<file path="src/rtl/uart_seg7_core.sv">
// 8N1 UART transmitter and receiver sharing one clock, plus a two-digit
// hex-to-seven-segment decoder for an 8-bit value.
module uart_seg7_core #(
    parameter int ClkFrequency = 11059200,
    parameter int Baud         = 115200
) (
    input  logic       clk,
    input  logic       rst_n,
    input  logic       RxD,
    output logic [7:0] RxD_data,
    output logic       RxD_data_ready,
    output logic       RxD_idle,
    input  logic       TxD_start,
    input  logic [7:0] TxD_data,
    output logic       TxD,
    output logic       TxD_busy,
    input  logic [7:0] number,
    output logic [7:0] seg_lo,
    output logic [7:0] seg_hi
);

    localparam int BitClks  = ClkFrequency / Baud;
    localparam int HalfClks = BitClks / 2;
    localparam int CntW     = (BitClks > 2) ? $clog2(BitClks) : 1;
    localparam logic [CntW-1:0] BitLast  = CntW'(BitClks - 1);
    localparam logic [CntW-1:0] HalfLast = CntW'(HalfClks - 1);

    typedef enum logic [1:0] {
        RX_IDLE  = 2'd0,
        RX_START = 2'd1,
        RX_DATA  = 2'd2,
        RX_STOP  = 2'd3
    } rx_state_e;

    // Segment pattern {dp,g,f,e,d,c,b,a} for one hex nibble; dp is always off.
    function automatic logic [7:0] hex_to_seg(input logic [3:0] nib);
        logic [7:0] seg;
        case (nib)
            4'h0:    seg = 8'h3F;
            4'h1:    seg = 8'h06;
            4'h2:    seg = 8'h5B;
            4'h3:    seg = 8'h4F;
            4'h4:    seg = 8'h66;
            4'h5:    seg = 8'h6D;
            4'h6:    seg = 8'h7D;
            4'h7:    seg = 8'h07;
            4'h8:    seg = 8'h7F;
            4'h9:    seg = 8'h6F;
            4'hA:    seg = 8'h77;
            4'hB:    seg = 8'h7C;
            4'hC:    seg = 8'h39;
            4'hD:    seg = 8'h5E;
            4'hE:    seg = 8'h79;
            4'hF:    seg = 8'h71;
            default: seg = 8'h00;
        endcase
        return seg;
    endfunction

    assign seg_lo = hex_to_seg(number[3:0]);
    assign seg_hi = hex_to_seg(number[7:4]);

    // ------------------------------------------------------------------
    // Transmitter
    // ------------------------------------------------------------------
    logic            tx_busy_q, tx_busy_d;
    logic            txd_q, txd_d;
    logic [8:0]      tx_shift_q, tx_shift_d;
    logic [CntW-1:0] tx_cnt_q, tx_cnt_d;
    logic [3:0]      tx_bit_q, tx_bit_d;
    logic            tx_accept_s;
    logic            tx_tick_s;

    assign tx_accept_s = TxD_start & ~tx_busy_q;
    assign tx_tick_s   = (tx_cnt_q == BitLast);

    // Transmit next-state: start bit is driven on acceptance, the shift register holds data plus stop.
    always_comb begin
        tx_busy_d  = tx_busy_q;
        txd_d      = txd_q;
        tx_shift_d = tx_shift_q;
        tx_cnt_d   = tx_cnt_q;
        tx_bit_d   = tx_bit_q;
        if (tx_accept_s) begin
            tx_busy_d  = 1'b1;
            txd_d      = 1'b0;
            tx_shift_d = {1'b1, TxD_data};
            tx_cnt_d   = '0;
            tx_bit_d   = 4'd0;
        end else if (tx_busy_q) begin
            if (tx_tick_s) begin
                tx_cnt_d = '0;
                if (tx_bit_q == 4'd9) begin
                    tx_busy_d = 1'b0;
                    txd_d     = 1'b1;
                end else begin
                    tx_bit_d   = tx_bit_q + 4'd1;
                    txd_d      = tx_shift_q[0];
                    tx_shift_d = {1'b1, tx_shift_q[8:1]};
                end
            end else begin
                tx_cnt_d = tx_cnt_q + CntW'(1);
            end
        end else begin
            txd_d = 1'b1;
        end
    end

    // Transmit state registers.
    always_ff @(posedge clk or negedge rst_n) begin
        if (!rst_n) begin
            tx_busy_q  <= 1'b0;
            txd_q      <= 1'b1;
            tx_shift_q <= 9'h1FF;
            tx_cnt_q   <= '0;
            tx_bit_q   <= 4'd0;
        end else begin
            tx_busy_q  <= tx_busy_d;
            txd_q      <= txd_d;
            tx_shift_q <= tx_shift_d;
            tx_cnt_q   <= tx_cnt_d;
            tx_bit_q   <= tx_bit_d;
        end
    end

    assign TxD      = txd_q;
    assign TxD_busy = tx_busy_q;

    // ------------------------------------------------------------------
    // Receiver
    // ------------------------------------------------------------------
    rx_state_e       rx_state_q, rx_state_d;
    logic            rx_sync1_q, rx_sync2_q, rx_prev_q;
    logic [CntW-1:0] rx_cnt_q, rx_cnt_d;
    logic [2:0]      rx_bit_q, rx_bit_d;
    logic [7:0]      rx_shift_q, rx_shift_d;
    logic [7:0]      rx_data_q, rx_data_d;
    logic            rx_ready_q, rx_ready_d;
    logic            rx_idle_q;
    logic            rx_fall_s, rx_half_s, rx_tick_s;

    assign rx_fall_s = rx_prev_q & ~rx_sync2_q;
    assign rx_half_s = (rx_cnt_q == HalfLast);
    assign rx_tick_s = (rx_cnt_q == BitLast);

    // Line synchroniser; the third stage only serves falling-edge detection.
    always_ff @(posedge clk or negedge rst_n) begin
        if (!rst_n) begin
            rx_sync1_q <= 1'b1;
            rx_sync2_q <= 1'b1;
            rx_prev_q  <= 1'b1;
        end else begin
            rx_sync1_q <= RxD;
            rx_sync2_q <= rx_sync1_q;
            rx_prev_q  <= rx_sync2_q;
        end
    end

    // Receiver state register.
    always_ff @(posedge clk or negedge rst_n) begin
        if (!rst_n) begin
            rx_state_q <= RX_IDLE;
        end else begin
            rx_state_q <= rx_state_d;
        end
    end

    // Receiver next-state: a high mid-start sample is treated as a glitch.
    always_comb begin
        rx_state_d = rx_state_q;
        case (rx_state_q)
            RX_IDLE: begin
                if (rx_fall_s) rx_state_d = RX_START;
                else           rx_state_d = RX_IDLE;
            end
            RX_START: begin
                if (rx_half_s) rx_state_d = rx_sync2_q ? RX_IDLE : RX_DATA;
                else           rx_state_d = RX_START;
            end
            RX_DATA: begin
                if (rx_tick_s && (rx_bit_q == 3'd7)) rx_state_d = RX_STOP;
                else                                 rx_state_d = RX_DATA;
            end
            RX_STOP: begin
                if (rx_tick_s) rx_state_d = RX_IDLE;
                else           rx_state_d = RX_STOP;
            end
            default: rx_state_d = RX_IDLE;
        endcase
    end

    // Receiver datapath: bit timing, LSB-first shift, and stop-bit qualified update.
    always_comb begin
        rx_cnt_d   = rx_cnt_q;
        rx_bit_d   = rx_bit_q;
        rx_shift_d = rx_shift_q;
        rx_data_d  = rx_data_q;
        rx_ready_d = 1'b0;
        case (rx_state_q)
            RX_IDLE: begin
                rx_cnt_d = '0;
                rx_bit_d = 3'd0;
            end
            RX_START: begin
                if (rx_half_s) rx_cnt_d = '0;
                else           rx_cnt_d = rx_cnt_q + CntW'(1);
            end
            RX_DATA: begin
                if (rx_tick_s) begin
                    rx_cnt_d   = '0;
                    rx_shift_d = {rx_sync2_q, rx_shift_q[7:1]};
                    rx_bit_d   = rx_bit_q + 3'd1;
                end else begin
                    rx_cnt_d = rx_cnt_q + CntW'(1);
                end
            end
            RX_STOP: begin
                if (rx_tick_s) begin
                    rx_cnt_d = '0;
                    if (rx_sync2_q) begin
                        rx_data_d  = rx_shift_q;
                        rx_ready_d = 1'b1;
                    end else begin
                        rx_data_d  = rx_data_q;
                        rx_ready_d = 1'b0;
                    end
                end else begin
                    rx_cnt_d = rx_cnt_q + CntW'(1);
                end
            end
            default: begin
                rx_cnt_d = '0;
                rx_bit_d = 3'd0;
            end
        endcase
    end

    // Receiver datapath and output registers.
    always_ff @(posedge clk or negedge rst_n) begin
        if (!rst_n) begin
            rx_cnt_q   <= '0;
            rx_bit_q   <= 3'd0;
            rx_shift_q <= 8'h00;
            rx_data_q  <= 8'h00;
            rx_ready_q <= 1'b0;
            rx_idle_q  <= 1'b1;
        end else begin
            rx_cnt_q   <= rx_cnt_d;
            rx_bit_q   <= rx_bit_d;
            rx_shift_q <= rx_shift_d;
            rx_data_q  <= rx_data_d;
            rx_ready_q <= rx_ready_d;
            rx_idle_q  <= (rx_state_d == RX_IDLE);
        end
    end

    assign RxD_data       = rx_data_q;
    assign RxD_data_ready = rx_ready_q;
    assign RxD_idle       = rx_idle_q;

endmodule

</file>
<file path="config.mk">
export PLATFORM = sky130hd
export DESIGN_NAME = uart_seg7_core
export DESIGN_NICKNAME = d
export VERILOG_FILES = /design/src/rtl/uart_seg7_core.sv
export SDC_FILE = /design/constraint.sdc
export NUM_CORES = 1
export LEC_CHECK = 0
export ABC_CLOCK_PERIOD_IN_PS = 2400
export CAP_MARGIN = 10
export CORE_MARGIN = 2
export CORE_UTILIZATION = 40
export CTS_BUF_LIST = sky130_fd_sc_hd__clkbuf_4 sky130_fd_sc_hd__clkbuf_8 sky130_fd_sc_hd__clkbuf_16
export CTS_CLUSTER_SIZE = 28
export DETAILED_ROUTE_END_ITERATION = 16
export DONT_BUFFER_PORTS = 1
export PLACE_DENSITY = 0.51
export REMOVE_ABC_BUFFERS = 1
export SYNTH_ARGS = -nofsm -noshare
export SYNTH_HDL_FRONTEND = slang
export SYNTH_SLANG_ARGS = --single-unit
</file>
<file path="constraint.sdc">
create_clock -name clk -period 2.4 [get_ports clk]
set_input_delay 0.12 -clock clk [delete_from_list [all_inputs] [get_ports clk]]
set_output_delay 0.12 -clock clk [all_outputs]
set_load 0.05 [all_outputs]
</file>
# Word level (Yosys, flattened, before mapping)

Memory sizes are Yosys's and may differ from the RTL's.
Cells that the tools add are included.

Output and inout port bits: 28
ROM bits: 224
Memories: 2
Logic and storage cells: 80
Bits of input ports: 20
Bits in registers: 55

Bitwise operators: 4
$add $sub $neg: 4
Muxes and demuxes: 33
Equality and inequality tests: 11
Reductions and logical operators: 11

Memories:

| name            | depth | width | rd ports | clocked after memory_dff | write ports | RTL line | source |
|---|---|---|---|---|---|---|---|
| (no name shown) | 16    | 7     | 1        | 0                        | 0           | 38       | `case (nib)` |
| (no name shown) | 16    | 7     | 1        | 0                        | 0           | 38       |  |

Operator list:

| cell                                                                    | count |
|---|---|
| 9-bit 2-to-1 mux                                                        | 4 |
| 7-bit 2-to-1 mux                                                        | 5 |
| 7-bit one-hot mux with 3 select lines                                   | 1 |
| 4-bit 2-to-1 mux                                                        | 4 |
| 7-bit by 1-bit adder with 7-bit output, second input constant           | 2 |
| 7-bit == test, second input constant                                    | 2 |
| 1-bit 2-to-1 mux                                                        | 13 |
| 2-bit one-hot mux with 4 select lines                                   | 1 |
| 7-bit by 6-bit == test with 1-bit output, second input constant         | 1 |
| 2-bit 2-to-1 mux                                                        | 3 |
| 3-bit one-hot mux with 2 select lines                                   | 1 |
| 3-bit AND reduction                                                     | 2 |
| 2-bit nonzero test                                                      | 3 |
| 4-bit by 1-bit adder with 4-bit output, second input constant           | 1 |
| 2-bit == test, second input constant                                    | 2 |
| 4-bit == test, second input constant                                    | 1 |
| 2-bit logical NOT                                                       | 2 |
| 2-bit inequality test, second input constant                            | 2 |
| 2-bit AND reduction                                                     | 2 |
| 3-bit by 1-bit adder with 3-bit output, second input constant           | 1 |
| 3-bit == test, second input constant                                    | 1 |
| 3-bit 2-to-1 mux                                                        | 1 |
| 3-bit by 1-bit inequality test with 1-bit output, second input constant | 1 |
| 1-bit bitwise AND                                                       | 2 |
| 4 further kinds                                                         | 5 |

# Logic depth before layout (Yosys ltp)

Gate-level depths: netlist (run 1).

Depth in word-level cells: 5
Gate-level depth with buffers: 6
Depth with buffers taken out: 5

# Least setup slack after synthesis (run 1)

OpenSTA, ideal clock, no wires.

Path kind: register -> register
From: reg rx_cnt_q[0]
To: reg rx_data_q[0], in the netlist RxD_data[0]
Arrival time: 1.752 ns
Setup slack: 0.523 ns
Cell stages (with the launch flop): 6
Setup time: 0.125 ns
Period minus slack after synthesis: 1.877 ns
Path buffers: 1
Data required time: 2.275 ns
Cells stage by stage: dfrtp_1 ha_1 nand4_4 or4_4 buf_6 mux2_4

Longest elaborated chain between the ends: 2

Ends and longest elaborated chain:

| element                              | RTL line | source |
|---|---|---|
| start: declaration                   | 134      | `logic [CntW-1:0] rx_cnt_q, rx_cnt_d;` |
| start signal: assignment             | 248      | `rx_cnt_q <= rx_cnt_d;` |
| 7-bit == test                        | 144      | `assign rx_tick_s = (rx_cnt_q == BitLast);` |
| 3-bit AND reduction (no source line) | --       |  |
| end signal: assignment               | 251      | `rx_data_q <= rx_data_d;` |
| end: declaration                     | 137      | `logic [7:0] rx_data_q, rx_data_d;` |

No other way between the ends.
A chain may end at the register's enable or synchronous reset.

# Final worst setup path (run 1)

From: reg rx_cnt_q[0]
To: reg rx_data_q[2], in the netlist RxD_data[2]

The elaborated chain is that of the path after synthesis.

==> flow_metrics.py, run 1 <==
metrics = {
    "floorplanning": {
        "die-area_um2": 8710,
        "fp.dieH_um": 93.3,
        "num_io_pins": 48,
        "start_util": 0.413,
        "fp.coreArea_um2": 7730,
        "rows": 32,
        "chipWidth_um": 93.3,
    },
    "routing": {
        "drc_errors": 0,
        "dr.pass1.iters": 4,
        "ant_nets": 0,
        "post_drt_via_cell_ratio": 5.58,
        "vias": 2375,
        "routed_wl_mm": 6.48,
        "wl_per_cell_um": 15.2,
        "drt_iter0_markers": 100,
    },
    "logic_synthesis": {
        "synth_ff_type": "dfrtp_1",
        "synth-edff-count": 0,
        "yosys_warnings": 0,
        "yosysUniqueCellTypes": 59,
        "synthCells": 310,
        "yosysSeqAreaShare": 0.428,
        "syn_area_um2": 3190,
        "syn_area_per_cell_um2": 10.3,
        "async_flop_share": 1.00,
        "ys_seq_elements": 54,
    },
    "clock_tree": {
        "clock_sinks": 54,
        "cts_tree": "done",
        "htree_levels": 2,
        "clk_pin_slew_worst_paths_ns": 0.11,
        "post_cts_buffers": 0,
        "clock_latency_ns": 0.31,
        "cts_made_buffers": 5,
        "clock_path_buffers": 2,
        "root_buffer": "clkbuf_8",
    },
    "min_path": {
        "hold_path_class": "in -> reg",
        "hold_start": "TxD_data[2]",
    },
    "finish": {
        "multi_input_comb_area_um2": 1680,
        "fin_nets": 363,
        "finalNonFillerCells": 426,
        "drive_gt1_frac": 0.201,
        "fillers": 707,
        "antennaDiodeCount": 0,
        "syn2layout_area_growth_pct": 11.4,
        "regArea_um2": 1370,
        "final_util": 0.460,
    },
    "worst_setup_path": {
        "slowest_delay_ns": 0.66,
        "cp.arrival_ns": 2.17,
        "rrSetupSlack_ns": 0.44,
        "critPathLaunch": "rx_cnt_q[0]",
        "cp_cell_sequence": "ha_1, nand4_4, or4_4, mux2_4",
        "crit_buf_inv": 0,
        "startpoint_type": "flop",
        "crit_slowest_cell": "or4_4",
        "worstPathMaxFanout": 10,
        "critPathRequiredTime_ns": 2.61,
        "cp_top_family": "simple AND/OR/NAND/NOR gates",
        "rr_startpoint": "rx_cnt_q[0]",
        "end_kind": "flop",
        "critPathKind": "reg -> reg",
    },
    "sta": {
        "finalSetupTns_ns": 0,
        "rsz0062_at_grt": "false",
        "clock.fmax_mhz": 511,
        "min_period_ns": 1.96,
        "max_slew_margin": 0.598,
        "holdWs_ns": 0.0275,
        "setup_viol": 0,
        "fin_crit_sh": 0.816,
        "fin_skew_ns": 0.00532,
        "maxSlewViolCount": 0,
        "hold_violations": 0,
        "tightest_slew_ns": 0.600,
    },
    "placement": {
        "gp_congestion": 0.757,
        "place.detailed.hpwl_mm": 4.40,
        "dp_cells": 408,
        "port_buffers": 0,
    },
    "outcome": {
        "status": "finished clean",
    },
    "grt": {
        "grt_start_max_net_pins": 55,
        "grt_pass1_vias": 2321,
        "overflow": 0,
        "antenna_found_initial": 0,
        "grt_usage": 0.156,
        "grt_pass1_wl_mm": 11.0,
    },
    "power_and_ir_drop": {
        "p_leak_nw": 1.55,
        "power.density_nw_per_um2": 713,
        "vdd_drop_max_mv": 0.449,
        "p_total_mw": 2.54,
    },
    "job": {
        "maxCapViolCount": 0,
    },
}
-- Yosys cell counts (2+ instances only) --
master / number / share of area
a211oi_1: 15 / 0.035
a21oi_1: 11 / 0.017
a22oi_1: 4 / 0.0094
a31oi_1: 9 / 0.018
a41oi_1: 3 / 0.0082
and3b_1: 3 / 0.0082
buf_4: 3 / 0.0071
clkbuf_1: 15 / 0.018
dfrtp_1: 41 / 0.32
dfstp_2: 13 / 0.11
ha_1: 20 / 0.078
inv_1: 14 / 0.016
mux2_2: 9 / 0.032
mux2_4: 8 / 0.038
mux2i_1: 5 / 0.016
nand2_1: 21 / 0.025
nand2b_1: 9 / 0.018
nand3_1: 7 / 0.011
nand3b_1: 2 / 0.0047
nand4_1: 3 / 0.0059
nor2_1: 10 / 0.012
nor2b_1: 6 / 0.012
nor3_1: 12 / 0.019
nor4_1: 2 / 0.0039
o211ai_1: 8 / 0.019
o21ai_0: 13 / 0.020
o32a_1: 2 / 0.0063
o32ai_1: 7 / 0.019
or2_2: 2 / 0.0039
or3_1: 3 / 0.0059
or4_2: 2 / 0.0055
-- logic make-up after synthesis --
logic type | Yosys count | synth area share
AO/OA/AOI/OAI | 84 | 0.183
XOR/XNOR | 2 | 0.00549
adder cells (fa/ha/maj) | 20 | 0.0784
buffers and inverters | 34 | 0.0458
flip-flops | 54 | 0.428
multiplexers | 23 | 0.0921
other | 1 | 0.00117
AND/OR/NAND/NOR | 92 | 0.165
-- cells in the final DEF (no fill, tap or decap), types with 10 or more instances in the layout --
cell type	count
a211oi_1	15
a21oi_1	11
buf_4	15
dfrtp_1	41
dfstp_2	13
ha_1	20
inv_1	14
nand2_1	21
nor2_1	10
nor3_1	12
o21ai_0	12
-- report_power, final --
part	leakage, nW	internal (mW)	switching, mW
Clock	0.0506	0.219	0.332
Sequential	0.667	1.07	0.226
Combinational	0.832	0.303	0.390
-- registers in the layout, summed over array words and instances (netlist names), 2 cells and up --
register,cells
rx_state_q,2
RxD_data,8
rx_cnt_q,7
tx_bit_q,4
tx_shift_q,8
rx_bit_q,3
rx_shift_q,8
tx_cnt_q,7
-- layer usage --
layer,GRT usage,share of wire,vias up,wire length (um)
met1,0.206,0.48,1134,3120
met4,0.0539,0.0082,0,53
met3,0.0371,0.048,5,312
met5,0,0,-,0
met2,0.251,0.46,50,3000
li1,-,-,1186,-
-- path summary, 6_finish.rpt --
check,endpoint,cells past startpoint
min,tx_shift_q[2],2
min in group asynchronous,RxD_data[4],2
min reg2reg,rx_sync2_q,0
max reg2reg,RxD_data[2],4
max,RxD_data[2],4
max in group asynchronous,tx_shift_q[5],2
-- repair_timing --
item / 4_1_cts / 5_1_grt
hold buffers: 10 / 0
gates resized for setup: 0 / 0
hold endpoints to repair: 64 / 0
-- through the flow --
stage               area, um2  worst slack (ns)
detailed placement       3340             0.441
floorplan                3100             0.446
CTS                      3560             0.427
global route             3560             0.335
global placement         3340             0.467
finish                   3560             0.443
-- layout make-up --
type,count,area share
clock buffer,5,0.0193
timing repair buffer,25,0.0647
clock inverter,3,0.00809
inverter,14,0.0148
tap,102,0.0359
sequential,54,0.384
multi-input combinational,223,0.473
Note: power is estimated with default switching activity, not from simulation.
==> inputs of run 2 (changes only) <==
--- a/config.mk
+++ b/config.mk
@@ -5,7 +5,8 @@
 export SDC_FILE = /design/constraint.sdc
 export NUM_CORES = 1
 export LEC_CHECK = 0
-export ABC_CLOCK_PERIOD_IN_PS = 2400
+export ABC_AREA = 1
+export ABC_CLOCK_PERIOD_IN_PS = 2000
 export CAP_MARGIN = 10
 export CORE_MARGIN = 2
 export CORE_UTILIZATION = 40
==> constraint.sdc (replaced) <==
create_clock -name clk -period 2 [get_ports clk]
set_input_delay 0.1 -clock clk [delete_from_list [all_inputs] [get_ports clk]]
set_output_delay 0.1 -clock clk [all_outputs]
set_load 0.05 [all_outputs]
==> run 2 against run 1 <==
Sequential cell count unchanged. Count of clock-buffer cells in the layout unchanged. Non-clock buffer count decreased by 6. Worst setup slack got worse by 0.15 ns. Sequential share of layout area increased by 2.3 points. Sequential power decreased by 3%. Critical path depth increased by 2. Core utilization about the same. Register-to-register slack got worse by 0.15 ns. Critical path type unchanged. Critical endpoint is now rx_bit_q[0].
==> flow_metrics.py, run 2 <==
metrics = {
    "logic_synthesis": {
        "synth_commonest_cells": "72 x nand2_1, 41 x dfrtp_1, 40 x inv_1, 25 x nor2_1, 20 x ha_1",
        "synthSimpleGateAreaFrac": 0.201,
        "syn_area_um2": 3020,
        "async_flop_share": 1.00,
        "ys_seq_elements": 54,
        "yosysMostFrequentCell": "nand2_1",
        "synth_top_family_by_area": "simple AND/OR/NAND/NOR gates",
        "yosysSeqAreaShare": 0.453,
        "synth.top_cell.area_share": 0.340,
        "synthMuxAreaShare": 0.0199,
        "yosys_warnings": 0,
        "yosysUniqueCellTypes": 39,
        "synth.area.top_cells": "dfrtp_1 34%, dfstp_2 11%, nand2_1 9.0%, ha_1 8.3%, inv_1 5.0%",
        "syn_area_per_cell_um2": 8.93,
        "synth_compound_gate_area_share": 0.144,
        "synth_xor_area_frac": 0.0203,
        "synth_top_area_cell": "dfrtp_1",
        "synth_fa_ha_area_frac": 0.0829,
        "synth-edff-count": 0,
        "synthCells": 338,
        "synth_ff_type": "dfrtp_1",
    },
    "clock_tree": {
        "clk_pin_slew_worst_paths_ns": 0.10,
        "cts_made_buffers": 5,
        "clock_sinks": 54,
        "htree_levels": 2,
        "ctsHoldBuffers": 10,
        "root_buffer": "clkbuf_8",
        "cts_tree": "done",
        "clock_latency_ns": 0.30,
        "cts_resized": 0,
        "clock_path_buffers": 2,
        "post_cts_buffers": 0,
    },
    "power_and_ir_drop": {
        "power.density_nw_per_um2": 678,
        "p_total_mw": 2.28,
        "p_leak_nw": 1.61,
        "vdd_drop_max_mv": 0.294,
    },
    "grt": {
        "use_met3": 0.0417,
        "grt_use_met1": 0.178,
        "busiest_layer": "met2",
        "grt_pass1_wl_mm": 9.65,
        "grt_start_max_net_pins": 55,
        "use_met2": 0.222,
        "antenna_found_initial": 0,
        "grt_usage": 0.139,
        "overflow": 0,
        "grt_pass1_vias": 2169,
    },
    "finish": {
        "fin_nets": 396,
        "final_util": 0.461,
        "antennaDiodeCount": 0,
        "layout_common_cells": "72 x nand2_1, 41 x dfrtp_1, 40 x inv_1",
        "fillers": 751,
        "finalNonFillerCells": 456,
        "drive_gt1_frac": 0.188,
        "layout_commonest_cell": "nand2_1",
        "syn2layout_area_growth_pct": 11.3,
        "stdcell_area_um2": 3360,
    },
    "sta": {
        "holdWs_ns": 0.0402,
        "clock.fmax_mhz": 586,
        "hold_violations": 0,
        "fin_skew_ns": 0.00343,
        "min_period_ns": 1.71,
        "maxSlewViolCount": 0,
        "setup_viol": 0,
        "setup_slack_ns": 0.293,
        "fin_crit_sh": 0.853,
        "tightest_slew_ns": 0.569,
        "max_slew_margin": 0.620,
        "rsz0062_at_grt": "false",
        "finalSetupTns_ns": 0,
    },
    "routing": {
        "wl_per_cell_um": 11.5,
        "vias": 2158,
        "routed_wl_mm": 5.24,
        "drt_iter0_markers": 91,
        "drc_errors": 0,
        "dr.pass1.iters": 4,
        "post_drt_via_cell_ratio": 4.73,
        "ant_nets": 0,
    },
    "worst_setup_path": {
        "cp_cell_sequence": "ha_1, nand3_4, nor2_8, nand2_1, nand3_1, o21ai_1",
        "worstPathMaxFanout": 20,
        "startpoint_type": "flop",
        "crit_slowest_cell": "dfrtp_1",
        "cp.arrival_ns": 1.89,
        "cp_top_family": "simple AND/OR/NAND/NOR gates",
        "crit_buf_inv": 0,
        "critPathRequiredTime_ns": 2.18,
        "critPathKind": "reg -> reg",
        "slowest_delay_ns": 0.39,
        "end_kind": "flop",
    },
    "floorplanning": {
        "start_util": 0.414,
        "num_io_pins": 48,
        "fp.coreArea_um2": 7290,
        "rows": 31,
        "chipWidth_um": 90.9,
        "die-area_um2": 8260,
        "fp.dieH_um": 90.9,
    },
    "outcome": {
        "status": "finished clean",
    },
    "job": {
        "maxCapViolCount": 0,
    },
    "placement": {
        "place.detailed.hpwl_mm": 3.74,
        "dpl-instance-area_um2": 3150,
        "dp_slack_ns": 0.278,
        "port_buffers": 0,
        "gp_congestion": 0.843,
        "dp_cells": 438,
    },
    "min_path": {
        "hold_path_class": "in -> reg",
    },
}
-- run 2: worst min-delay path: stages --
cell     delay, ns
nor2_1        0.09
nand2_1       0.08
o21ai_1       0.05
-- run 2: area by class of cell --
class / count / area (um2) / share of cell area
clock buffers: 5 / 68.8 / 0.0205
clock inverters: 3 / 21.3 / 0.00633
inverters: 44 / 165 / 0.0492
multi-input cells: 232 / 1430 / 0.425
flip-flops and latches: 54 / 1370 / 0.407
well taps: 99 / 124 / 0.0369
repair buffers: 19 / 185 / 0.0551
-- run 2: final timing paths --
check | from | endpoint | slack, ns | depth (start not counted)
worst max-delay path | rx_cnt_q[0] | rx_bit_q[0] | 0.29 | 6
worst min-delay path | TxD_start | tx_cnt_q[5] | 0.04 | 3
worst max register to register | rx_cnt_q[0] | rx_bit_q[0] | 0.29 | 6
worst min register to register | rx_sync1_q | rx_sync2_q | 0.36 | 0
max in group asynchronous | rst_n | tx_shift_q[6] | 1.39 | 2
min in group asynchronous | rst_n | RxD_data[4] | 0.31 | 2
-- run 2: kinds of logic (layout without fill, tap and decap cells) --
kind of cell,after synthesis,in the layout
AO/OA/AOI/OAI,67,67
XOR/XNOR,7,7
adder cells (fa/ha/maj),20,20
buffers and inverters,53,71
flip-flops,54,54
multiplexers,6,6
other,1,2
AND/OR/NAND/NOR,130,130
-- run 2: where the power goes --
group          switching (mW)  internal, mW  total (mW)
Combinational           0.272         0.143       0.416
Clock                   0.361         0.247       0.607
Sequential             0.0850          1.17        1.25
Total                   0.718          1.56        2.28
-- run 2: metal layers --
metal / up-vias / share of wire
met5: - / 0
met4: 0 / 0.017
met3: 9 / 0.056
met2: 43 / 0.46
met1: 980 / 0.47
li1: 1126 / -
